File: src/rtl/pipe_hazard_if.sv
// Hazard-unit signal bundle between the pipeline datapath and pipe_hazard_unit.
//   master : pipeline side. Drives the register addresses and control bits,
//            and consumes the hold/clear/forward controls.
//   slave  : hazard unit side.
// Pipeline status (inputs to the unit):
//   id_ra1/id_ra2, id_use1/id_use2              ID source registers and read enables
//   ex_ra3, ex_regwrite, ex_memread             EX destination and controls
//   mem_ra3, mem_regwrite, mem_memread,
//   mem_memwrite, mem_ready                     MEM destination, controls, memory done
//   ex_branch_taken                             taken branch/jump resolved in EX
// Pipeline controls (outputs of the unit):
//   stall_pc, stall_if_id, bubble_id_ex         load-use stall
//   flush_if_id, flush_id_ex                    wrong-path clear
//   freeze                                      hold every segment and the PC
//   fwd_a, fwd_b                                EX operand selects (registered)
//   err_timeout                                 sticky memory-timeout flag
//   stall_cnt, flush_cnt                        saturating performance counters
interface pipe_hazard_if #(
  parameter int RA_W  = 4,
  parameter int CNT_W = 16
);
  logic [RA_W-1:0]  id_ra1;
  logic [RA_W-1:0]  id_ra2;
  logic             id_use1;
  logic             id_use2;
  logic [RA_W-1:0]  ex_ra3;
  logic             ex_regwrite;
  logic             ex_memread;
  logic [RA_W-1:0]  mem_ra3;
  logic             mem_regwrite;
  logic             mem_memread;
  logic             mem_memwrite;
  logic             mem_ready;
  logic             ex_branch_taken;

  logic             stall_pc;
  logic             stall_if_id;
  logic             bubble_id_ex;
  logic             flush_if_id;
  logic             flush_id_ex;
  logic             freeze;
  logic [1:0]       fwd_a;
  logic [1:0]       fwd_b;
  logic             err_timeout;
  logic [CNT_W-1:0] stall_cnt;
  logic [CNT_W-1:0] flush_cnt;

  modport master (
    output id_ra1, id_ra2, id_use1, id_use2, ex_ra3, ex_regwrite, ex_memread,
           mem_ra3, mem_regwrite, mem_memread, mem_memwrite, mem_ready,
           ex_branch_taken,
    input  stall_pc, stall_if_id, bubble_id_ex, flush_if_id, flush_id_ex,
           freeze, fwd_a, fwd_b, err_timeout, stall_cnt, flush_cnt
  );

  modport slave (
    input  id_ra1, id_ra2, id_use1, id_use2, ex_ra3, ex_regwrite, ex_memread,
           mem_ra3, mem_regwrite, mem_memread, mem_memwrite, mem_ready,
           ex_branch_taken,
    output stall_pc, stall_if_id, bubble_id_ex, flush_if_id, flush_id_ex,
           freeze, fwd_a, fwd_b, err_timeout, stall_cnt, flush_cnt
  );
endinterface

File: src/rtl/pipe_hazard_unit.sv
// Hazard and forwarding controller for a 5-stage IF/ID/EX/MEM/WB pipeline.
// It inserts a one-cycle load-use bubble, freezes the whole pipeline while
// the data memory is not ready (with a timeout release), squashes wrong-path
// instructions after a taken branch, selects the EX operand forwarding
// sources, and counts stall and flush events.
// Ports:
//   clk  pipeline clock
//   rst  synchronous, active-high reset
//   hz   pipe_hazard_if.slave bundle (pipeline status in, controls out)
// Priority inside a cycle: memory freeze > taken branch > load-use.
module pipe_hazard_unit #(
  parameter int RA_W         = 4,
  parameter int FLUSH_DEPTH  = 2,
  parameter int MEM_WAIT_MAX = 8,
  parameter int CNT_W        = 16,
  parameter bit R0_ZERO      = 1'b1
) (
  input  logic          clk,
  input  logic          rst,
  pipe_hazard_if.slave  hz
);

  localparam int WAIT_W = $clog2(MEM_WAIT_MAX + 1);

  typedef enum logic [1:0] {RUN, LOAD_STALL, MEM_WAIT, FLUSH} state_t;

  state_t           state, state_nx;
  logic [WAIT_W-1:0] wait_cnt, wait_cnt_nx;
  logic [1:0]       flush_left, flush_left_nx;

  logic stall, flush_if, flush_ex, freeze, set_err;
  logic [1:0]       fwd_a, fwd_b;
  logic             err_timeout;
  logic [CNT_W-1:0] stall_cnt, flush_cnt;

  function automatic logic match(input logic [RA_W-1:0] a, input logic [RA_W-1:0] b);
    return (a == b) && !(R0_ZERO && (a == '0));
  endfunction

  // EX result (non-load) beats the older MEM result.
  function automatic logic [1:0] fwd_sel(
    input logic [RA_W-1:0] ra,
    input logic            ex_rw,
    input logic            ex_mr,
    input logic [RA_W-1:0] ex_rd,
    input logic            mem_rw,
    input logic [RA_W-1:0] mem_rd
  );
    if (ex_rw && !ex_mr && match(ex_rd, ra)) return 2'b01;
    if (mem_rw && match(mem_rd, ra))         return 2'b10;
    return 2'b00;
  endfunction

  logic lu, mreq, mem_busy, mem_hold, timeout;

  assign lu = hz.ex_memread && hz.ex_regwrite &&
              ((hz.id_use1 && match(hz.ex_ra3, hz.id_ra1)) ||
               (hz.id_use2 && match(hz.ex_ra3, hz.id_ra2)));
  assign mreq = hz.mem_memread || hz.mem_memwrite;

  // Once waiting, the access is frozen in MEM, so only ready matters.
  assign mem_busy = (state == MEM_WAIT) ? !hz.mem_ready : (mreq && !hz.mem_ready);
  assign mem_hold = mem_busy && (wait_cnt != WAIT_W'(MEM_WAIT_MAX));
  assign timeout  = mem_busy && (wait_cnt == WAIT_W'(MEM_WAIT_MAX));

  always_comb begin
    // NOTE: every signal gets a default first so no path leaves one unassigned (no latches).
    state_nx      = state;
    wait_cnt_nx   = '0;
    flush_left_nx = flush_left;
    stall         = 1'b0;
    flush_if      = 1'b0;
    flush_ex      = 1'b0;
    freeze        = 1'b0;
    set_err       = 1'b0;
    if (!rst) begin
      case (state)
        FLUSH: begin
          // Wrong-path slots: branch and load-use are ignored here.
          if (mem_hold) begin
            freeze      = 1'b1;
            wait_cnt_nx = wait_cnt + WAIT_W'(1);
          end else begin
            set_err       = timeout;
            flush_if      = 1'b1;
            flush_left_nx = flush_left - 2'd1;
            if (flush_left == 2'd1) state_nx = RUN;
          end
        end
        default: begin // RUN, LOAD_STALL, MEM_WAIT
          if (mem_hold) begin
            freeze      = 1'b1;
            wait_cnt_nx = wait_cnt + WAIT_W'(1);
            state_nx    = MEM_WAIT;
          end else begin
            set_err  = timeout;
            state_nx = RUN;
            if (hz.ex_branch_taken) begin
              flush_if = 1'b1;
              flush_ex = 1'b1;
              if (FLUSH_DEPTH > 1) begin
                state_nx      = FLUSH;
                flush_left_nx = 2'(FLUSH_DEPTH - 1);
              end
            end else if (lu && state != LOAD_STALL) begin
              // The load has moved on to MEM after one bubble; WB forwarding covers it.
              stall    = 1'b1;
              state_nx = LOAD_STALL;
            end
          end
        end
      endcase
    end
  end

  always_ff @(posedge clk) begin
    // NOTE: state registers use non-blocking assignments so every flop samples pre-edge values.
    if (rst) begin
      state       <= RUN;
      wait_cnt    <= '0;
      flush_left  <= '0;
      fwd_a       <= 2'b00;
      fwd_b       <= 2'b00;
      err_timeout <= 1'b0;
      stall_cnt   <= '0;
      flush_cnt   <= '0;
    end else begin
      state      <= state_nx;
      wait_cnt   <= wait_cnt_nx;
      flush_left <= flush_left_nx;
      if (set_err) err_timeout <= 1'b1;
      if (!freeze) begin
        if (stall || flush_ex) begin
          fwd_a <= 2'b00;
          fwd_b <= 2'b00;
        end else begin
          fwd_a <= fwd_sel(hz.id_ra1, hz.ex_regwrite, hz.ex_memread, hz.ex_ra3,
                           hz.mem_regwrite, hz.mem_ra3);
          fwd_b <= fwd_sel(hz.id_ra2, hz.ex_regwrite, hz.ex_memread, hz.ex_ra3,
                           hz.mem_regwrite, hz.mem_ra3);
        end
      end
      if ((stall || freeze) && stall_cnt != '1) stall_cnt <= stall_cnt + CNT_W'(1);
      if (flush_ex && flush_cnt != '1)          flush_cnt <= flush_cnt + CNT_W'(1);
    end
  end

  assign hz.stall_pc     = stall;
  assign hz.stall_if_id  = stall;
  assign hz.bubble_id_ex = stall;
  assign hz.flush_if_id  = flush_if;
  assign hz.flush_id_ex  = flush_ex;
  assign hz.freeze       = freeze;
  assign hz.fwd_a        = fwd_a;
  assign hz.fwd_b        = fwd_b;
  assign hz.err_timeout  = err_timeout;
  assign hz.stall_cnt    = stall_cnt;
  assign hz.flush_cnt    = flush_cnt;

endmodule

File: src/flat_wrapper.sv
// flat-port wrapper written by rule: the top's interface ports become plain ports
module pipe_hazard_unit_flat 
#(
  parameter int RA_W         = 4,
  parameter int FLUSH_DEPTH  = 2,
  parameter int MEM_WAIT_MAX = 8,
  parameter int CNT_W        = 16,
  parameter bit R0_ZERO      = 1'b1
)
  (clk, rst, hz_id_ra1, hz_id_ra2, hz_id_use1, hz_id_use2, hz_ex_ra3, hz_ex_regwrite, hz_ex_memread, hz_mem_ra3, hz_mem_regwrite, hz_mem_memread, hz_mem_memwrite, hz_mem_ready, hz_ex_branch_taken, hz_stall_pc, hz_stall_if_id, hz_bubble_id_ex, hz_flush_if_id, hz_flush_id_ex, hz_freeze, hz_fwd_a, hz_fwd_b, hz_err_timeout, hz_stall_cnt, hz_flush_cnt);
  pipe_hazard_if #(.RA_W(RA_W), .CNT_W(CNT_W)) hz_i ();
  input  logic clk;
  input  logic rst;
  input wire logic [$bits(hz_i.id_ra1)-1:0] hz_id_ra1;
  input wire logic [$bits(hz_i.id_ra2)-1:0] hz_id_ra2;
  input wire logic [$bits(hz_i.id_use1)-1:0] hz_id_use1;
  input wire logic [$bits(hz_i.id_use2)-1:0] hz_id_use2;
  input wire logic [$bits(hz_i.ex_ra3)-1:0] hz_ex_ra3;
  input wire logic [$bits(hz_i.ex_regwrite)-1:0] hz_ex_regwrite;
  input wire logic [$bits(hz_i.ex_memread)-1:0] hz_ex_memread;
  input wire logic [$bits(hz_i.mem_ra3)-1:0] hz_mem_ra3;
  input wire logic [$bits(hz_i.mem_regwrite)-1:0] hz_mem_regwrite;
  input wire logic [$bits(hz_i.mem_memread)-1:0] hz_mem_memread;
  input wire logic [$bits(hz_i.mem_memwrite)-1:0] hz_mem_memwrite;
  input wire logic [$bits(hz_i.mem_ready)-1:0] hz_mem_ready;
  input wire logic [$bits(hz_i.ex_branch_taken)-1:0] hz_ex_branch_taken;
  output wire logic [$bits(hz_i.stall_pc)-1:0] hz_stall_pc;
  output wire logic [$bits(hz_i.stall_if_id)-1:0] hz_stall_if_id;
  output wire logic [$bits(hz_i.bubble_id_ex)-1:0] hz_bubble_id_ex;
  output wire logic [$bits(hz_i.flush_if_id)-1:0] hz_flush_if_id;
  output wire logic [$bits(hz_i.flush_id_ex)-1:0] hz_flush_id_ex;
  output wire logic [$bits(hz_i.freeze)-1:0] hz_freeze;
  output wire logic [$bits(hz_i.fwd_a)-1:0] hz_fwd_a;
  output wire logic [$bits(hz_i.fwd_b)-1:0] hz_fwd_b;
  output wire logic [$bits(hz_i.err_timeout)-1:0] hz_err_timeout;
  output wire logic [$bits(hz_i.stall_cnt)-1:0] hz_stall_cnt;
  output wire logic [$bits(hz_i.flush_cnt)-1:0] hz_flush_cnt;
  assign hz_i.id_ra1 = hz_id_ra1;
  assign hz_i.id_ra2 = hz_id_ra2;
  assign hz_i.id_use1 = hz_id_use1;
  assign hz_i.id_use2 = hz_id_use2;
  assign hz_i.ex_ra3 = hz_ex_ra3;
  assign hz_i.ex_regwrite = hz_ex_regwrite;
  assign hz_i.ex_memread = hz_ex_memread;
  assign hz_i.mem_ra3 = hz_mem_ra3;
  assign hz_i.mem_regwrite = hz_mem_regwrite;
  assign hz_i.mem_memread = hz_mem_memread;
  assign hz_i.mem_memwrite = hz_mem_memwrite;
  assign hz_i.mem_ready = hz_mem_ready;
  assign hz_i.ex_branch_taken = hz_ex_branch_taken;
  assign hz_stall_pc = hz_i.stall_pc;
  assign hz_stall_if_id = hz_i.stall_if_id;
  assign hz_bubble_id_ex = hz_i.bubble_id_ex;
  assign hz_flush_if_id = hz_i.flush_if_id;
  assign hz_flush_id_ex = hz_i.flush_id_ex;
  assign hz_freeze = hz_i.freeze;
  assign hz_fwd_a = hz_i.fwd_a;
  assign hz_fwd_b = hz_i.fwd_b;
  assign hz_err_timeout = hz_i.err_timeout;
  assign hz_stall_cnt = hz_i.stall_cnt;
  assign hz_flush_cnt = hz_i.flush_cnt;
  pipe_hazard_unit #(.RA_W(RA_W), .FLUSH_DEPTH(FLUSH_DEPTH), .MEM_WAIT_MAX(MEM_WAIT_MAX), .CNT_W(CNT_W), .R0_ZERO(R0_ZERO)) u_core (.clk(clk), .rst(rst), .hz(hz_i));
endmodule
File: config.mk
export PLATFORM = sky130hd
export DESIGN_NAME = pipe_hazard_unit_flat
export DESIGN_NICKNAME = d
export VERILOG_FILES = /design/src/rtl/pipe_hazard_if.sv /design/src/rtl/pipe_hazard_unit.sv /design/src/flat_wrapper.sv
export SDC_FILE = /design/constraint.sdc
export NUM_CORES = 1
export LEC_CHECK = 0
export BUFFER_PORTS_ARGS = -buffer_cell sky130_fd_sc_hd__buf_2
export CAP_MARGIN = 25
export CELL_PAD_IN_SITES_DETAIL_PLACEMENT = 0
export CELL_PAD_IN_SITES_GLOBAL_PLACEMENT = 1
export CORE_MARGIN = 1.5
export CORE_UTILIZATION = 25
export DETAILED_ROUTE_END_ITERATION = 10
export PLACE_DENSITY_LB_ADDON = 0.05
export RECOVER_POWER = 25
export SLEW_MARGIN = 20
export SYNTH_ARGS = -nofsm -noshare
export SYNTH_HDL_FRONTEND = slang
export SYNTH_SLANG_ARGS = --single-unit
File: constraint.sdc
create_clock -name clk -period 2.7 [get_ports clk]
set_input_delay 0.27 -clock clk [delete_from_list [all_inputs] [get_ports clk]]
set_output_delay 0.27 -clock clk [all_outputs]
set_load 0.02 [all_outputs]
==> impl_metrics.csv, run 1 <==
group,metric,value,unit
run_status,status,"complete, no violations",
synth,ys.flop_type,"dfxtp_1",
floorplanning,fp.dieH,100,um
synth,synth-seq-cells,45,
cts,ctsResizeCount,0,
floorplanning,die_x,100,um
grt,antenna_found_initial,0,
placed_design,gp_congestion,0.758,
placed_design,port_buffers,69,
worst_hold_path,holdPathStages,4,
synth,synth_cells,279,
worst_hold_path,holdPathEnd,"u_core.hz.fwd_a[1]$_SDFFE_PP0N_",
worst_hold_path,hp-class,"in2reg",
synth,synth_top_area_share,38.2,%
sta,rsz0062_at_grt,"no",
grt,grt_pass1_wl,10.4,mm
critical_path,crit_top_cell,"inv_1",
worst_hold_path,worst_hold_startpoint,"hz_mem_regwrite",
synth,synth-async-reset-ratio,0,%
cts,path_clk_slew,0.08,ns
critical_path,worstPathMaxFanout,13,
placed_design,place_ws,0.389,ns
sta,period_share,86.9,%
sta,setup_viol,0,
cts,cts_made_buffers,5,
route,dr.pass1.iters,4,
critical_path,path_class,"reg2out",
finish,stdcell_area,0.00292,mm2
finish,final_common_cell,"buf_2",
power,p_leak,0.00114,uW
sta,fin_ws,0.355,ns
critical_path,cp-end-kind,"output pin",
floorplanning,core-area,0.00920,mm2
power,power_density,472,mW/mm2
finish,syn_to_final_growth,23.9,%
placed_design,place_area,0.00283,mm2
floorplanning,num_io_pins,70,
synth,synth_edf_count,0,
synth,synth_area_per_cell,8.46,um2
run,cap_violations,0,
power,power,1380,uW
power,vdd_ir_drop_max,0.000178,V
synth,ys_seq_area_share,38.2,%
floorplanning,die-area,0.0100,mm2
sta,max-slew-margin-rel,51.3,%
finish,layout.nets,381,
route,drc,0,
critical_path,cp_cell_sequence,"inv_1 -> ha_1 -> and3b_1 -> a211oi_2 -> buf_4 -> nand2_1 -> inv_1 -> buf_2",
critical_path,worstReg2RegStart,"u_core.hz.stall_cnt[0]$_SDFFE_PP0P_",
placed_design,hpwl,4.68,mm
sta,tns,0,ns
finish,antennaDiodeCount,0,
route,via_per_inst,4.80,
critical_path,arrival,2.08,ns
sta,hold_violations,0,
cts,cts-root-buf,"clkbuf_8",
route,detail-route-antenna-nets,0,
sta,slew_violations,0,
cts,cts_setup_buffers,0,
critical_path,rr_endpoint,"u_core.hz.stall_cnt[1]$_SDFFE_PP0P_",
cts,cts-hold-fix-buffers,0,
critical_path,max_stage_delay,0.38,ns
sta,fmax,426,MHz
grt,grt_pass1_vias,2086,
synth,synth_top_cells_by_area,"dfxtp_1, xor2_1, nor2_1",
synth,synth_area,0.00236,mm2
sta,tightest_slew,0.730,ns
cts,htreeDepth,2,
critical_path,ff2ff_setup_slack,0.41,ns
synth,yosysWarnings,0,
finish,mostFrequentLayoutCells,"buf_2, dfxtp_1, nor2_1, xor2_1, clkbuf_1",
grt,overflow,0,
critical_path,r2r_cells,8,
cts,cts_tree,"done",
route,wirelength,6.23,mm
floorplanning,rows,35,
synth,synth_cell_types,46,
synth,syn_nets,311,
critical_path,required,2.43,ns
critical_path,crit_slowest_cell,"dfxtp_1",
route,avgRoutedWirePerCell,13.5,um
critical_path,critPathLaunchType,"flip-flop",
synth,synth.largest_area_cell,"dfxtp_1",
placed_design,placedCellCount,453,
sta,clock_skew,0.0132,ns
cts,clock_latency,0.30,ns
sta,min_period,2.35,ns
finish,finalNonFillerCells,461,
cts,cts.path.max_buffers,2,
grt,track_usage,13.0,%
finish,drive_gt1_share,20.6,%
grt,grt_start_max_net_pins,26,
route,dr_total_vias,2212,
floorplanning,start_util,25.7,%
route,drtIter0Drc,62,
cts,numClockSinks,45,
==> how the worst max path moves through the flow <==
stage / startpoint / end / slack [ns] / depth (start not counted)
after floorplan: u_core.wait_cnt[0]$_SDFF_PN0_ / u_core.hz.fwd_a[1]$_SDFFE_PP0N_ / 0.56 / 7
after global placement: hz_ex_ra3[0] / u_core.hz.stall_cnt[1]$_SDFFE_PP0P_ / 0.41 / 8
after detailed placement: u_core.hz.stall_cnt[0]$_SDFFE_PP0P_ / u_core.hz.stall_cnt[1]$_SDFFE_PP0P_ / 0.39 / 8
after CTS: u_core.wait_cnt[0]$_SDFF_PN0_ / hz_freeze / 0.28 / 8
after global routing: u_core.wait_cnt[0]$_SDFF_PN0_ / hz_freeze / 0.17 / 8
final: u_core.wait_cnt[0]$_SDFF_PN0_ / hz_freeze / 0.35 / 8
==> layer usage <==
| metal | global-route usage [%] | wire length [um] | vias to the layer above |
|---|---|---|---|
| met1 | 17.2 | 2970 | 1003 |
| met4 | 4.23 | 87 | 0 |
| met2 | 20.6 | 2790 | 67 |
| li1 | - | - | 1136 |
| met5 | 0 | 0 | - |
| met3 | 3.34 | 378 | 6 |
==> critical path, delay by kind of cell, from the launching register on <==
family                     cells  cell delay [ns]
buffers and inverters          4             0.65
DFF                            1             0.38
and+or+nand+nor                2             0.37
AOI/OAI and AO/OA              1             0.19
adders and majority gates      1             0.18
==> final cells by class <==
| class | instances | area (um2) |
|---|---|---|
| fill | 1041 | 6270 |
| tap | 111 | 139 |
| clock buffer | 6 | 82.6 |
| multi-input combinational | 213 | 1370 |
| inverter | 10 | 37.5 |
| clock inverter | 2 | 37.5 |
| sequential | 45 | 901 |
| timing repair buffer | 74 | 357 |
==> power by group <==
part | switching, uW | total (uW) | leakage (uW) | internal, uW
Sequential | 9.60 | 682 | 0.000364 | 673
Clock | 243 | 545 | 0.0000574 | 301
Combinational | 95.8 | 153 | 0.000719 | 57.6
Total | 349 | 1380 | 0.00114 | 1030
==> cell families after synthesis <==
family / count (synthesis) / share of synthesized area [%]
AOI/OAI and AO/OA: 47 / 14.1
DFF: 45 / 38.2
buffers and inverters: 21 / 3.82
xor gates and xnor gates: 33 / 12.2
adders and majority gates: 5 / 2.65
and+or+nand+nor: 124 / 27.2
muxes: 4 / 1.80
==> through the flow <==
step	util [%]	hold WS, ns
floorplan	-	0.430
global placement	30.8	0.452
detailed placement	30.8	0.445
CTS	32.1	0.327
global route	31.8	0.337
finish	31.8	0.345
==> Yosys cell counts, types with 2 or more instances <==
cell      count
o311ai_0      2
nand3_1      16
nor4_1        6
clkbuf_1      4
nor2_1       35
nor3_1       10
ha_1          5
xnor2_1       3
a211oi_1      2
mux2i_1       2
o41ai_1       2
o211ai_1      3
buf_1         2
buf_4         2
nand2b_1      2
nand4_1       9
and3_1        5
nor2b_1       5
or4_1         4
and4_1        2
xor2_1       30
inv_1         9
or3_1         3
nand2_1      19
o31ai_1       7
mux2_2        2
buf_2         3
o21ai_0       7
dfxtp_1      45
a21oi_1      17
==> state kept, by name, summed over array words and instances (netlist names) <==
register               count
u_core.wait_cnt            4
u_core.hz.err_timeout      1
u_core.state               2
u_core.hz.fwd_b            2
u_core.hz.fwd_a            2
u_core.hz.flush_cnt       16
u_core.hz.stall_cnt       16
u_core.flush_left          2
(Power assumes the default switching activity.)
==> inputs of run 2 (changes only) <==
clock period = 3 ns   (was 2.7 ns; I/O delays follow)
==> impl_metrics.csv, run 2 (synthesis results as in run 1) <==
group,metric,value,unit
finish,mostFrequentLayoutCells,"buf_2, dfxtp_1, nor2_1, xor2_1, clkbuf_1",
cts,cts_tree,"done",
worst_hold_path,hp-class,"in2reg",
critical_path,cp-end-kind,"output pin",
sta,max-slew-margin-rel,35.0,%
power,p_sw_share,26.2,%
cts,ctsResizeCount,0,
sta,fmax,413,MHz
power,power_switching,321,uW
placed_design,gp_congestion,0.736,
floorplanning,num_io_pins,70,
finish,syn_to_final_growth,23.3,%
critical_path,arrival,2.12,ns
grt,overflow,0,
cts,numClockSinks,45,
cts,path_clk_slew,0.09,ns
critical_path,required,2.70,ns
floorplanning,start_util,25.7,%
critical_path,worstPathMaxFanout,13,
finish,layout.nets,380,
run_status,status,"complete, no violations",
cts,cts_setup_buffers,0,
route,detail-route-antenna-nets,0,
power,comb_power_share,11.2,%
sta,clock_skew,0.00769,ns
run,cap_violations,0,
grt,track_usage,13.1,%
route,dr_total_vias,2202,
finish,seq_area,901,um2
critical_path,critPathLaunchType,"flip-flop",
route,via_per_inst,4.79,
critical_path,path_class,"reg2out",
route,drc,0,
power,internal-power,906,uW
floorplanning,fp.dieH,100,um
sta,period_share,80.8,%
grt,grt_start_max_net_pins,27,
cts,cts.path.max_buffers,2,
floorplanning,die-area,0.0100,mm2
power,vdd_ir_drop_max,0.000162,V
placed_design,port_buffers,69,
cts,cts_made_buffers,5,
route,drtIter0Drc,51,
route,avgRoutedWirePerCell,13.6,um
grt,grt_pass1_vias,2177,
floorplanning,core-area,0.00920,mm2
finish,drive_gt1_share,20.3,%
grt,antenna_found_initial,0,
finish,antennaDiodeCount,0,
power,pwr-share-seq,50.1,%
route,dr.pass1.iters,4,
cts,cts-hold-fix-buffers,0,
grt,grt_pass1_wl,10.4,mm
sta,slew_violations,0,
power,clkPwrFrac,38.7,%
placed_design,hpwl,4.69,mm
power,p_leak,0.00113,uW
sta,min_period,2.42,ns
power,power_density,422,mW/mm2
sta,hold_violations,0,
floorplanning,die_x,100,um
finish,multi_input_area,0.00137,mm2
route,wirelength,6.26,mm
sta,fin_hold_ws,0.362,ns
sta,setup_viol,0,
sta,tns,0,ns
cts,cts-root-buf,"clkbuf_8",
sta,rsz0062_at_grt,"no",
sta,tightest_slew,0.975,ns
finish,top_regs,"u_core.hz.flush_cnt x16, u_core.hz.stall_cnt x16, u_core.wait_cnt x4",
finish,fillers,1026,
finish,final_common_cell,"buf_2",
cts,htreeDepth,2,
cts,clock_latency,0.30,ns
floorplanning,rows,35,
[run 2: cell count changes in the layout (fill, tap and decap cells not counted), sizes merged]
| cell | delta |
|---|---|
| clkbuf | -1 |
| clkinv | +1 |
| buf | -1 |
[run 2: cell type report]
cell class	instances	share of cell area [%]
tap	111	4.77
inverter	10	1.29
sequential	45	31.0
timing repair buffer	73	12.0
clock inverter	3	1.59
multi-input combinational	213	47.0
clock buffer	5	2.36
[run 2: worst max-delay path, stage by stage (launching register included)]
cell	delay (ns)
dfxtp_1	0.39
inv_1	0.06
ha_1	0.18
and3b_1	0.20
a211oi_2	0.19
buf_4	0.25
nand2_1	0.19
inv_1	0.17
buf_2	0.19
[run 2: worst paths after layout]
kind | start | endpoint | slack, ns | depth (start not counted)
min reg2reg | u_core.hz.fwd_a[1]$_SDFFE_PP0N_ | u_core.hz.fwd_a[1]$_SDFFE_PP0N_ | 0.48 | 2
min | hz_mem_regwrite | u_core.hz.fwd_a[1]$_SDFFE_PP0N_ | 0.36 | 4
max reg2reg | u_core.wait_cnt[0]$_SDFF_PN0_ | u_core.hz.stall_cnt[13]$_SDFFE_PP0P_ | 0.65 | 8
max | u_core.wait_cnt[0]$_SDFF_PN0_ | hz_freeze | 0.58 | 8
[run 2: stage by stage]
stage	setup slack [ns]	cells	total power [uW]	cell area (um2)	utilization [%]
floorplan	0.859	279	708	2360	-
global placement	0.617	452	768	2820	30.7
detailed placement	0.572	452	768	2820	30.7
CTS	0.538	460	1260	2940	31.9
global route	0.364	460	1300	2910	31.6
finish	0.577	460	1230	2910	31.6
[run 2: power groups by stage]
stage,Combinational [uW],Clock [uW],Sequential (uW)
floorplan,77.6,0,631
global placement,140,0,629
detailed placement,140,0,629
CTS,140,503,615
global route,155,523,617
finish,137,475,615
[run 2: metal layers]
metal  vias up  track usage [%]  wire length (um)
li1       1139                -                 -
met1      1004             17.0              3080
met2        54             21.3              2770
met3         5             3.48               346
met4         0             4.44                68
met5         -                0                 0
==> inputs of run 3 (changes only) <==
ABC_AREA = 1   (was unset)
clock period = 2.4 ns   (was 3 ns; I/O delays follow)
==> impl_metrics.csv, run 3 <==
group,metric,value,unit
synth,ys.flop_type,"dfxtp_1",
worst_hold_path,hp-class,"in2reg",
cts,clock_latency,0.29,ns
placed_design,port_buffers,69,
cts,path_clk_slew,0.06,ns
placed_design,hpwl,6.33,mm
route,drtIter0Drc,117,
cts,cts_made_buffers,5,
sta,rsz0062_at_grt,"no",
synth,synth.top_cells.by_count,"nand2_1, dfxtp_1, inv_1",
synth,ys_seq_area_share,30.3,%
floorplanning,num_io_pins,70,
finish,stdcell_area,0.00355,mm2
floorplanning,rows,39,
synth,synth_area_per_cell,7.35,um2
placed_design,place_area,0.00344,mm2
floorplanning,die_x,112,um
sta,tightest_slew,0.410,ns
route,dr.pass1.iters,7,
floorplanning,die-area,0.0125,mm2
grt,antenna_found_initial,0,
cts,cts_setup_buffers,0,
route,dr_total_vias,2781,
finish,final_core_util,30.8,%
sta,setup_viol,0,
grt,overflow,0,
floorplanning,fp.dieH,112,um
sta,fin_ws,0.383,ns
critical_path,cp-end-kind,"output pin",
route,wirelength,8.27,mm
sta,period_share,84.1,%
finish,mostFrequentLayoutCells,"nand2_1, buf_2, dfxtp_1, inv_1, nor2_1",
critical_path,crit_slowest_cell,"dfxtp_1",
finish,final_common_cell,"nand2_1",
critical_path,critPathLaunchType,"flip-flop",
floorplanning,core-area,0.0115,mm2
cts,ctsResizeCount,0,
critical_path,max_stage_delay,0.34,ns
route,drc,4,
critical_path,worstPathMaxFanout,9,
grt,grt_pass1_vias,2667,
synth,synth_edf_count,0,
critical_path,required,2.16,ns
synth,synth_top_area_share,30.3,%
sta,max-slew-margin-rel,72.6,%
synth,synth-seq-cells,45,
sta,slew_violations,0,
floorplanning,start_util,25.8,%
critical_path,path_class,"reg2out",
sta,clock_skew,0.00443,ns
run,cap_violations,0,
grt,track_usage,13.6,%
route,avgRoutedWirePerCell,13.4,um
grt,grt_pass1_wl,13.5,mm
finish,layout.nets,506,
cts,cts_tree,"done",
synth,synth_top_cells_by_area,"dfxtp_1, nand2_1, xor2_1",
run_status,violations,"design-rule violations",
synth,yosysWarnings,0,
power,vdd_ir_drop_max,0.000204,V
finish,top_regs,"u_core.hz.flush_cnt x16, u_core.hz.stall_cnt x16, u_core.wait_cnt x4",
cts,cts-root-buf,"clkbuf_16",
sta,hold_violations,0,
power,p_leak,0.00142,uW
cts,cts.path.max_buffers,2,
run_status,status,"finished with violations",
critical_path,cp_cell_sequence,"inv_1 -> ha_1 -> nand3b_2 -> nand3_4 -> nand2_4 -> nor2_2 -> nand3_4 -> inv_1 -> buf_2",
synth,synth-async-reset-ratio,0,%
synth,yosysMostFrequentCell,"nand2_1",
finish,syn_to_final_growth,19.4,%
synth,syn_nets,436,
finish,drive_gt1_share,26.2,%
cts,htreeDepth,2,
placed_design,place_ws,0.484,ns
synth,synth_cell_types,38,
synth,synth.largest_area_cell,"dfxtp_1",
critical_path,arrival,1.78,ns
grt,grt_start_max_net_pins,29,
cts,cts-hold-fix-buffers,0,
cts,numClockSinks,45,
route,detail-route-antenna-nets,0,
sta,fmax,496,MHz
sta,min_period,2.02,ns
route,via_per_inst,4.51,
finish,antennaDiodeCount,0,
placed_design,gp_congestion,0.746,
sta,tns,0,ns
synth,synth_area,0.00297,mm2
synth,synth_cells,404,
power,power_density,470,mW/mm2
==> run 3: changes by cell type in the layout (fill, tap and decap cells not counted), moves of 12 or more <==
cell | previous run | this run
nand2_1 | 19 | 90
nand3_1 | 16 | 28
nand2_2 | 0 | 12
nand3_2 | 0 | 12
xor2_1 | 30 | 17
inv_1 | 9 | 36
==> run 3: stage by stage <==
| stage | hold slack [ns] | power (uW) | instances |
|---|---|---|---|
| global route | 0.291 | 1760 | 617 |
| global placement | 0.447 | 985 | 610 |
| CTS | 0.266 | 1720 | 617 |
| detailed placement | 0.454 | 986 | 610 |
| floorplan | 0.424 | 919 | 404 |
| finish | 0.278 | 1670 | 617 |
==> run 3: cell families after synthesis <==
kind of cell | Yosys count | synth area share (%)
DFF | 45 | 30.3
buffers and inverters | 58 | 9.23
adders and majority gates | 5 | 2.11
AOI/OAI and AO/OA | 47 | 9.57
xor gates and xnor gates | 27 | 7.96
and+or+nand+nor | 222 | 40.8
==> run 3: path summary, 6_finish.rpt <==
path,startpoint,end,slack [ns],cells after the start
hold / removal,rst,u_core.hz.fwd_b[1]$_SDFFE_PP0N_,0.28,4
setup / recovery,u_core.wait_cnt[0]$_SDFF_PN0_,hz_stall_if_id,0.38,9
hold reg to reg,u_core.hz.fwd_b[0]$_SDFFE_PP0N_,u_core.hz.fwd_b[0]$_SDFFE_PP0N_,0.46,2
setup reg to reg,u_core.wait_cnt[0]$_SDFF_PN0_,u_core.hz.stall_cnt[1]$_SDFFE_PP0P_,0.50,10
==> run 3: layer usage <==
| layer | vias to the layer above | share of wire (%) | GRT usage, % |
|---|---|---|---|
| met5 | - | 0 | 0 |
| li1 | 1457 | - | - |
| met3 | 8 | 3.9 | 2.78 |
| met2 | 44 | 47 | 22.9 |
| met1 | 1272 | 47 | 17.5 |
| met4 | 0 | 1.3 | 4.56 |
==> run 3: final cells by class <==
class,count,area [um2]
clock buffer,7,143
multi-input combinational,301,1790
sequential,45,901
fill,1296,7970
timing repair buffer,75,364
inverter,46,174
tap,143,179
==> run 3: power by group <==
part	total [uW]	internal, uW	switching (uW)
clock network	704	410	294
registers	768	757	10.8
logic	196	65.7	131
==> run 3: critical path, delay by kind of cell, from the launching register on <==
| kind | cells | cell delay, ns |
|---|---|---|
| and+or+nand+nor | 5 | 0.59 |
| buffers and inverters | 3 | 0.39 |
| DFF | 1 | 0.34 |
| adders and majority gates | 1 | 0.16 |
